File: config.mk
export PLATFORM = sky130hd
export DESIGN_NAME = remap_bilinear_sampler
export DESIGN_NICKNAME = d
export VERILOG_FILES = /design/src/rtl/remap_pkg.sv /design/src/rtl/bilinear_blend_rgb565.sv /design/src/rtl/remap_bilinear_sampler.sv
export SDC_FILE = /design/constraint.sdc
export NUM_CORES = 1
export LEC_CHECK = 0
export CORE_MARGIN = 2
export CORE_UTILIZATION = 44
export CTS_CLUSTER_SIZE = 20
export DETAILED_ROUTE_END_ITERATION = 10
export PLACE_DENSITY = 0.71
export SYNTH_ARGS = -nofsm -noshare
export SYNTH_HDL_FRONTEND = slang
export SYNTH_SLANG_ARGS = --single-unit
File: constraint.sdc
create_clock -name clk -period 11.6 [get_ports clk]
set_input_delay 2.32 -clock clk [delete_from_list [all_inputs] [get_ports clk]]
set_output_delay 2.32 -clock clk [all_outputs]
set_load 0.02 [all_outputs]
File: src/rtl/remap_pkg.sv
// Shared constants and types for the remap bilinear sampler: pixel format,
// coordinate format, tap ordering and the sampler FSM states.
package remap_pkg;

    localparam int COORD_W       = 16;
    localparam int FRAC_BITS_DEF = 4;

    localparam int PIX_W    = 16;
    localparam int R_LSB    = 11;
    localparam int R_W      = 5;
    localparam int G_LSB    = 5;
    localparam int G_W      = 6;
    localparam int B_LSB    = 0;
    localparam int B_W      = 5;
    localparam int CH_W_MAX = 6;

    localparam int         NUM_TAPS = 4;
    localparam logic [1:0] TAP_TL   = 2'd0;
    localparam logic [1:0] TAP_TR   = 2'd1;
    localparam logic [1:0] TAP_BL   = 2'd2;
    localparam logic [1:0] TAP_BR   = 2'd3;

    typedef enum logic [2:0] {
        ST_IDLE,
        ST_REQ,
        ST_WAIT,
        ST_BLEND,
        ST_OUT
    } state_t;

    typedef struct packed {
        logic de;
        logic hs;
        logic vs;
    } sync_t;

endpackage

File: src/rtl/bilinear_blend_rgb565.sv
// Combinational bilinear weighting of four RGB565 taps with round-to-nearest;
// the parent registers the result.
module bilinear_blend_rgb565
    import remap_pkg::*;
#(
    parameter int FRAC_BITS = FRAC_BITS_DEF
) (
    input  logic [NUM_TAPS-1:0][PIX_W-1:0] taps_i,
    input  logic [FRAC_BITS-1:0]           fx_i,
    input  logic [FRAC_BITS-1:0]           fy_i,
    output logic [PIX_W-1:0]               pixel_o
);

    localparam int ACC_W = CH_W_MAX + 2 * FRAC_BITS + 1;
    localparam int ONE   = 1 << FRAC_BITS;

    logic [ACC_W-1:0] wx0, wx1, wy0, wy1;

    assign wx1 = ACC_W'(fx_i);
    assign wx0 = ACC_W'(ONE) - wx1;
    assign wy1 = ACC_W'(fy_i);
    assign wy0 = ACC_W'(ONE) - wy1;

    function automatic logic [CH_W_MAX-1:0] field(input logic [PIX_W-1:0] p,
                                                  input int lsb, input int w);
        logic [PIX_W-1:0] m;
        m = PIX_W'((1 << w) - 1);
        return CH_W_MAX'((p >> lsb) & m);
    endfunction

    // Weights sum to ONE*ONE, so the result never exceeds the channel maximum.
    function automatic logic [CH_W_MAX-1:0] blend_field(
        input logic [NUM_TAPS-1:0][PIX_W-1:0] t,
        input int lsb, input int w,
        input logic [ACC_W-1:0] x0w, x1w, y0w, y1w
    );
        logic [ACC_W-1:0] top, bot, acc;
        top = ACC_W'(field(t[TAP_TL], lsb, w)) * x0w + ACC_W'(field(t[TAP_TR], lsb, w)) * x1w;
        bot = ACC_W'(field(t[TAP_BL], lsb, w)) * x0w + ACC_W'(field(t[TAP_BR], lsb, w)) * x1w;
        acc = top * y0w + bot * y1w + (ACC_W'(1) << (2 * FRAC_BITS - 1));
        return CH_W_MAX'(acc >> (2 * FRAC_BITS));
    endfunction

    assign pixel_o = {R_W'(blend_field(taps_i, R_LSB, R_W, wx0, wx1, wy0, wy1)),
                      G_W'(blend_field(taps_i, G_LSB, G_W, wx0, wx1, wy0, wy1)),
                      B_W'(blend_field(taps_i, B_LSB, B_W, wx0, wx1, wy0, wy1))};

endmodule

File: src/rtl/remap_bilinear_sampler.sv
// Bilinear remap sampler: fetches the 2x2 RGB565 neighbourhood of each source
// coordinate from the frame buffer, blends it and emits one pixel with its sync.
module remap_bilinear_sampler
    import remap_pkg::*;
#(
    parameter int IMG_W     = 1280,
    parameter int IMG_H     = 720,
    parameter int FRAC_BITS = FRAC_BITS_DEF,
    parameter int ADDR_W    = 20
) (
    input  logic               clk,
    input  logic               rst_n,
    input  logic               in_valid,
    output logic               in_ready,
    input  logic [COORD_W-1:0] in_src_x,
    input  logic [COORD_W-1:0] in_src_y,
    input  logic               in_de,
    input  logic               in_hs,
    input  logic               in_vs,
    output logic               mem_rd_req,
    output logic [ADDR_W-1:0]  mem_rd_addr,
    input  logic               mem_rd_gnt,
    input  logic               mem_rd_valid,
    input  logic [PIX_W-1:0]   mem_rd_data,
    output logic               out_valid,
    input  logic               out_ready,
    output logic [PIX_W-1:0]   out_pixel,
    output logic               out_de,
    output logic               out_hs,
    output logic               out_vs
);

    localparam int         INT_W   = COORD_W - FRAC_BITS;
    localparam logic [2:0] RSP_ALL = 3'(NUM_TAPS);

    state_t                        state_q;
    logic [INT_W-1:0]              x0_q, x1_q, y0_q, y1_q;
    logic [FRAC_BITS-1:0]          fx_q, fy_q;
    sync_t                         sync_q;
    logic [1:0]                    req_cnt_q;
    logic [2:0]                    rsp_cnt_q;
    logic [NUM_TAPS-1:0][PIX_W-1:0] taps_q;
    logic                          mem_rd_req_q;
    logic [ADDR_W-1:0]             mem_rd_addr_q;
    logic                          out_valid_q;
    logic [PIX_W-1:0]              out_pixel_q;
    sync_t                         out_sync_q;

    logic [INT_W-1:0]     in_x0, in_y0, in_x1, in_y1;
    logic [FRAC_BITS-1:0] in_fx, in_fy;
    logic                 in_bypass;
    logic [1:0]           next_tap_d;
    logic [ADDR_W-1:0]    next_addr_d;
    logic                 rsp_take;
    logic                 rsp_done_d;
    logic [PIX_W-1:0]     blend_pix;

    function automatic logic [ADDR_W-1:0] pix_addr(input logic [INT_W-1:0] x, input logic [INT_W-1:0] y);
        return ADDR_W'(y) * ADDR_W'(IMG_W) + ADDR_W'(x);
    endfunction

    assign in_x0     = in_src_x[COORD_W-1:FRAC_BITS];
    assign in_y0     = in_src_y[COORD_W-1:FRAC_BITS];
    assign in_fx     = in_src_x[FRAC_BITS-1:0];
    assign in_fy     = in_src_y[FRAC_BITS-1:0];
    assign in_x1     = (in_x0 == INT_W'(IMG_W - 1)) ? in_x0 : in_x0 + INT_W'(1);
    assign in_y1     = (in_y0 == INT_W'(IMG_H - 1)) ? in_y0 : in_y0 + INT_W'(1);
    assign in_bypass = !in_de || (in_x0 >= INT_W'(IMG_W)) || (in_y0 >= INT_W'(IMG_H));

    // Tap order TL, TR, BL, BR: bit 0 picks the right column, bit 1 the lower row.
    assign next_tap_d  = req_cnt_q + 2'd1;
    assign next_addr_d = pix_addr((next_tap_d == TAP_TR || next_tap_d == TAP_BR) ? x1_q : x0_q,
                                  (next_tap_d == TAP_BL || next_tap_d == TAP_BR) ? y1_q : y0_q);

    assign rsp_take   = (state_q == ST_REQ || state_q == ST_WAIT) && mem_rd_valid && (rsp_cnt_q < RSP_ALL);
    assign rsp_done_d = (rsp_cnt_q == RSP_ALL) || ((rsp_cnt_q == RSP_ALL - 3'd1) && mem_rd_valid);

    bilinear_blend_rgb565 #(
        .FRAC_BITS (FRAC_BITS)
    ) u_blend (
        .taps_i  (taps_q),
        .fx_i    (fx_q),
        .fy_i    (fy_q),
        .pixel_o (blend_pix)
    );

    // NOTE: sequential state uses non-blocking assignments so every register sees pre-edge values.
    always_ff @(posedge clk) begin
        if (!rst_n) begin
            state_q       <= ST_IDLE;
            x0_q          <= '0;
            x1_q          <= '0;
            y0_q          <= '0;
            y1_q          <= '0;
            fx_q          <= '0;
            fy_q          <= '0;
            sync_q        <= '0;
            req_cnt_q     <= '0;
            rsp_cnt_q     <= '0;
            mem_rd_req_q  <= 1'b0;
            mem_rd_addr_q <= '0;
            out_valid_q   <= 1'b0;
            out_pixel_q   <= '0;
            out_sync_q    <= '0;
        end else begin
            if (rsp_take) begin
                rsp_cnt_q <= rsp_cnt_q + 3'd1;
            end
            case (state_q)
                ST_IDLE: begin
                    if (in_valid) begin
                        x0_q      <= in_x0;
                        x1_q      <= in_x1;
                        y0_q      <= in_y0;
                        y1_q      <= in_y1;
                        fx_q      <= in_fx;
                        fy_q      <= in_fy;
                        sync_q    <= '{de: in_de, hs: in_hs, vs: in_vs};
                        req_cnt_q <= TAP_TL;
                        rsp_cnt_q <= '0;
                        if (in_bypass) begin
                            out_valid_q <= 1'b1;
                            out_pixel_q <= '0;
                            out_sync_q  <= '{de: in_de, hs: in_hs, vs: in_vs};
                            state_q     <= ST_OUT;
                        end else begin
                            mem_rd_req_q  <= 1'b1;
                            mem_rd_addr_q <= pix_addr(in_x0, in_y0);
                            state_q       <= ST_REQ;
                        end
                    end
                end
                ST_REQ: begin
                    if (mem_rd_gnt) begin
                        req_cnt_q <= next_tap_d;
                        if (req_cnt_q == TAP_BR) begin
                            mem_rd_req_q <= 1'b0;
                            state_q      <= ST_WAIT;
                        end else begin
                            mem_rd_addr_q <= next_addr_d;
                        end
                    end
                end
                ST_WAIT: begin
                    if (rsp_done_d) begin
                        state_q <= ST_BLEND;
                    end
                end
                ST_BLEND: begin
                    out_valid_q <= 1'b1;
                    out_pixel_q <= blend_pix;
                    out_sync_q  <= sync_q;
                    state_q     <= ST_OUT;
                end
                ST_OUT: begin
                    if (out_ready) begin
                        out_valid_q <= 1'b0;
                        state_q     <= ST_IDLE;
                    end
                end
                default: state_q <= ST_IDLE;
            endcase
        end
    end

    // NOTE: tap storage has no reset; all four slots are rewritten before BLEND reads them.
    always_ff @(posedge clk) begin
        if (rsp_take) begin
            taps_q[rsp_cnt_q[1:0]] <= mem_rd_data;
        end
    end

    // Read data may only arrive while this beat still owes responses.
    rsp_in_window: assert property (@(posedge clk) disable iff (!rst_n) mem_rd_valid |-> rsp_take);

    assign in_ready    = rst_n && (state_q == ST_IDLE);
    assign mem_rd_req  = mem_rd_req_q;
    assign mem_rd_addr = mem_rd_addr_q;
    assign out_valid   = out_valid_q;
    assign out_pixel   = out_pixel_q;
    assign out_de      = out_sync_q.de;
    assign out_hs      = out_sync_q.hs;
    assign out_vs      = out_sync_q.vs;

endmodule

==> results of run 1 <==
[state kept, by name, summed over array words and instances (netlist names), 4 cells and up]
| name | cells |
|---|---|
| taps_q | 64 |
| mem_rd_addr | 20 |
| out_pixel | 16 |
| x0_q | 12 |
| x1_q | 12 |
| y0_q | 12 |
| y1_q | 12 |
| fx_q | 4 |
| fy_q | 4 |
[layout make-up]
type | count | area share [%]
clock buffers | 19 | 1.53
clock inverters | 13 | 0.369
inverters | 512 | 6.51
multi-input cells | 2227 | 70.6
flip-flops and latches | 172 | 13.8
well taps | 790 | 3.35
repair buffers | 119 | 3.84
[critical path, delay by kind of cell, from the launching register on]
family | cells | cell delay, ps
fa+ha+maj | 12 | 5890
xor+xnor | 6 | 1130
compound gates | 4 | 1010
simple gates | 5 | 960
buf+inv | 9 | 940
flops | 1 | 300
[cell usage in the layout (no fill, tap or decap), types with 23 or more instances in the layout]
cell             Yosys  routed
inv_1              512     512
nand2_1            397     397
ha_1               397     397
fa_1               348     348
and2_1             307     306
dfxtp_1            108     107
xnor2_1            107     104
clkdlybuf4s50_1      0      97
nor2_1              96      96
edfxtp_1            64      64
a21oi_1             59      59
xor2_1              59      59
a21boi_0            54      54
o21ai_0             44      43
nor2b_1             35      35
nand3_1             33      33
a21o_1              26      26
nand2b_1            23      23
[stage by stage]
| step | hold WS (ps) | util, % | cells | power [mW] | cell area [um^2] |
|---|---|---|---|---|---|
| floorplan | 437 | - | 3013 | 3.87 | 27200 |
| global placement | 439 | 47.2 | 3820 | 4.89 | 29000 |
| detailed placement | 448 | 47.2 | 3820 | 4.99 | 29000 |
| CTS | 458 | 48.1 | 3852 | 5.58 | 29500 |
| global route | 485 | 48.1 | 3852 | 6.15 | 29500 |
| finish | 452 | 48.1 | 3852 | 5.41 | 29500 |
[worst paths after layout]
kind | startpoint | end
worst min-delay path | mem_rd_addr[18] | mem_rd_addr[18]
worst min register to register | mem_rd_addr[18] | mem_rd_addr[18]
worst max-delay path | fx_q[2] | out_pixel[10]
worst max register to register | fx_q[2] | out_pixel[10]
[kinds of logic (layout without fill, tap and decap cells)]
logic type               after synthesis  count (layout)
AO/OA/AOI/OAI                        311             311
adder cells (fa/ha/maj)              745             745
buffers and inverters                614             663
flip-flops                           172             172
XOR/XNOR                             170             170
multiplexers                          33              33
AND/OR/NAND/NOR                      968             968
[metal layers]
metal | GRT usage (%) | wire length, um | up-vias
met4 | 4.11 | 795 | 0
met5 | 0 | 0 | -
met1 | 24.1 | 25600 | 9692
met3 | 2.48 | 1440 | 53
met2 | 35.8 | 31700 | 233
li1 | - | - | 9593
[report_power, final]
group,switching (mW),internal (mW),total (mW)
Combinational,2.42,1.77,4.19
Clock,0.272,0.290,0.562
Sequential,0.0125,0.646,0.658
Total,2.70,2.71,5.41
==> results.cfg, run 1 <==
[synth]
synth_top_area_cell = fa_1
synth_ff_type = dfxtp_1
syn-num-nets = 3815
yosys_warnings = 0
synthMuxAreaShare_pct = 1.29
synth_top_family_by_area = adder cells
synth_cell_types = 72
yosysSeqAreaShare_pct = 15.0
synth_top_area_share_pct = 25.6
synth_xor_area_share_pct = 5.65
yosys.area_share.simple_pct = 17.7
synthAdderAreaFrac_pct = 43.9
synthTopCellsByCount = inv_1, ha_1, nand2_1
ys_ff_latch = 172
synthArstFlopShare_pct = 0
synth_compound_area_share_pct = 7.95
synth.area.top_cells = fa_1, ha_1, dfxtp_1
synth_cells = 3013
avgSynthCellArea_um2 = 9.03
synth-edff-count = 64
synth_most_common_cell = inv_1
syn_area_um2 = 27200

[worst_setup_path]
worstSetupPathType = reg -> reg
arrival_ps = 10730
reg2regPathDepth = 36
critPathLaunchType = register
slowest_delay_ps = 550
cp-end-kind = register
r2r_setup_slack_ps = 1230
required_ps = 11960
crit_fanout = 36
cpMaxStageDelayCell = fa_1
critPathMostFrequentCell = fa_1

[final_layout]
n_antenna_cell = 0
nets = 3851
drive_gt1_share_pct = 3.00
multi_input_area_um2 = 20800
area.growth.synth_to_final_pct = 8.52
ff_latch_area_um2 = 4090
n_fill_cell = 5761

[sta]
setup_viol = 0
finClkSkew_ps = 14.2
timing.final.crit_share_pct = 89.4
maxSlewViolCount = 0
tightest_slew_ps = 1030
setup_tns_ps = 0
rsz0062_at_grt = no
hold_viol_final = 0
setup_slack_ps = 1230
finalCriticalPeriod_ps = 10370
fmax_ghz = 0.0965
slew_headroom_pct = 31.1

[routing]
ant_nets = 0
drt-pass1-iter-count = 5
vias = 19571
drt_iter0_drc = 831
routedWlPerCell_um = 15.5
drt-total-wl_mm = 59.5
via_per_inst = 5.08
drc_errors = 0

[clock_tree]
clk_pin_slew_ps = 70
cts_root_buffer = clkbuf_16
ctsHoldBuffers = 0
clock_latency_ps = 480
cts_setup_buffers = 0
cts_tree = done
cts_sinks = 172
cts_resized = 0
cts_buffers = 17
ctsHtreeMaxLevel = 4
cts_buffer_depth = 2

[run]
cap_violations = 0

[placement]
place_ws_ps = 1180
gp_congestion = 0.855
dp_hpwl_mm = 48.8
numPortBuffers = 98

[pwr]
p_leak_nw = 14.7
p_per_area_nw_per_um2 = 183
ir_worst_vdd_v = 0.000245

[worst_hold_path]
min_path_cells = 2
hold_class = reg -> reg

[global_route]
antenna_found_initial = 1
grt_util_all_layers_pct = 19.4
grt_max_degree = 77
grt_pass1_vias = 19929
grt_pass1_wl_mm = 99.5
grt_overflow = 0

[outcome]
status = finished clean

[die]
die_h_um = 253
core_area_um2 = 61400
die_area_um2 = 63800
start_util_pct = 44.3
io_pins = 99
die_w_um = 253
num_rows = 91
Power figures use the tool's default switching activity.
==> run 2: changes to the inputs <==
SLEW_MARGIN = 20   (was not set)
==> results of run 2 <==
The final DEF is identical to that of run 1; final timing and power are the same.
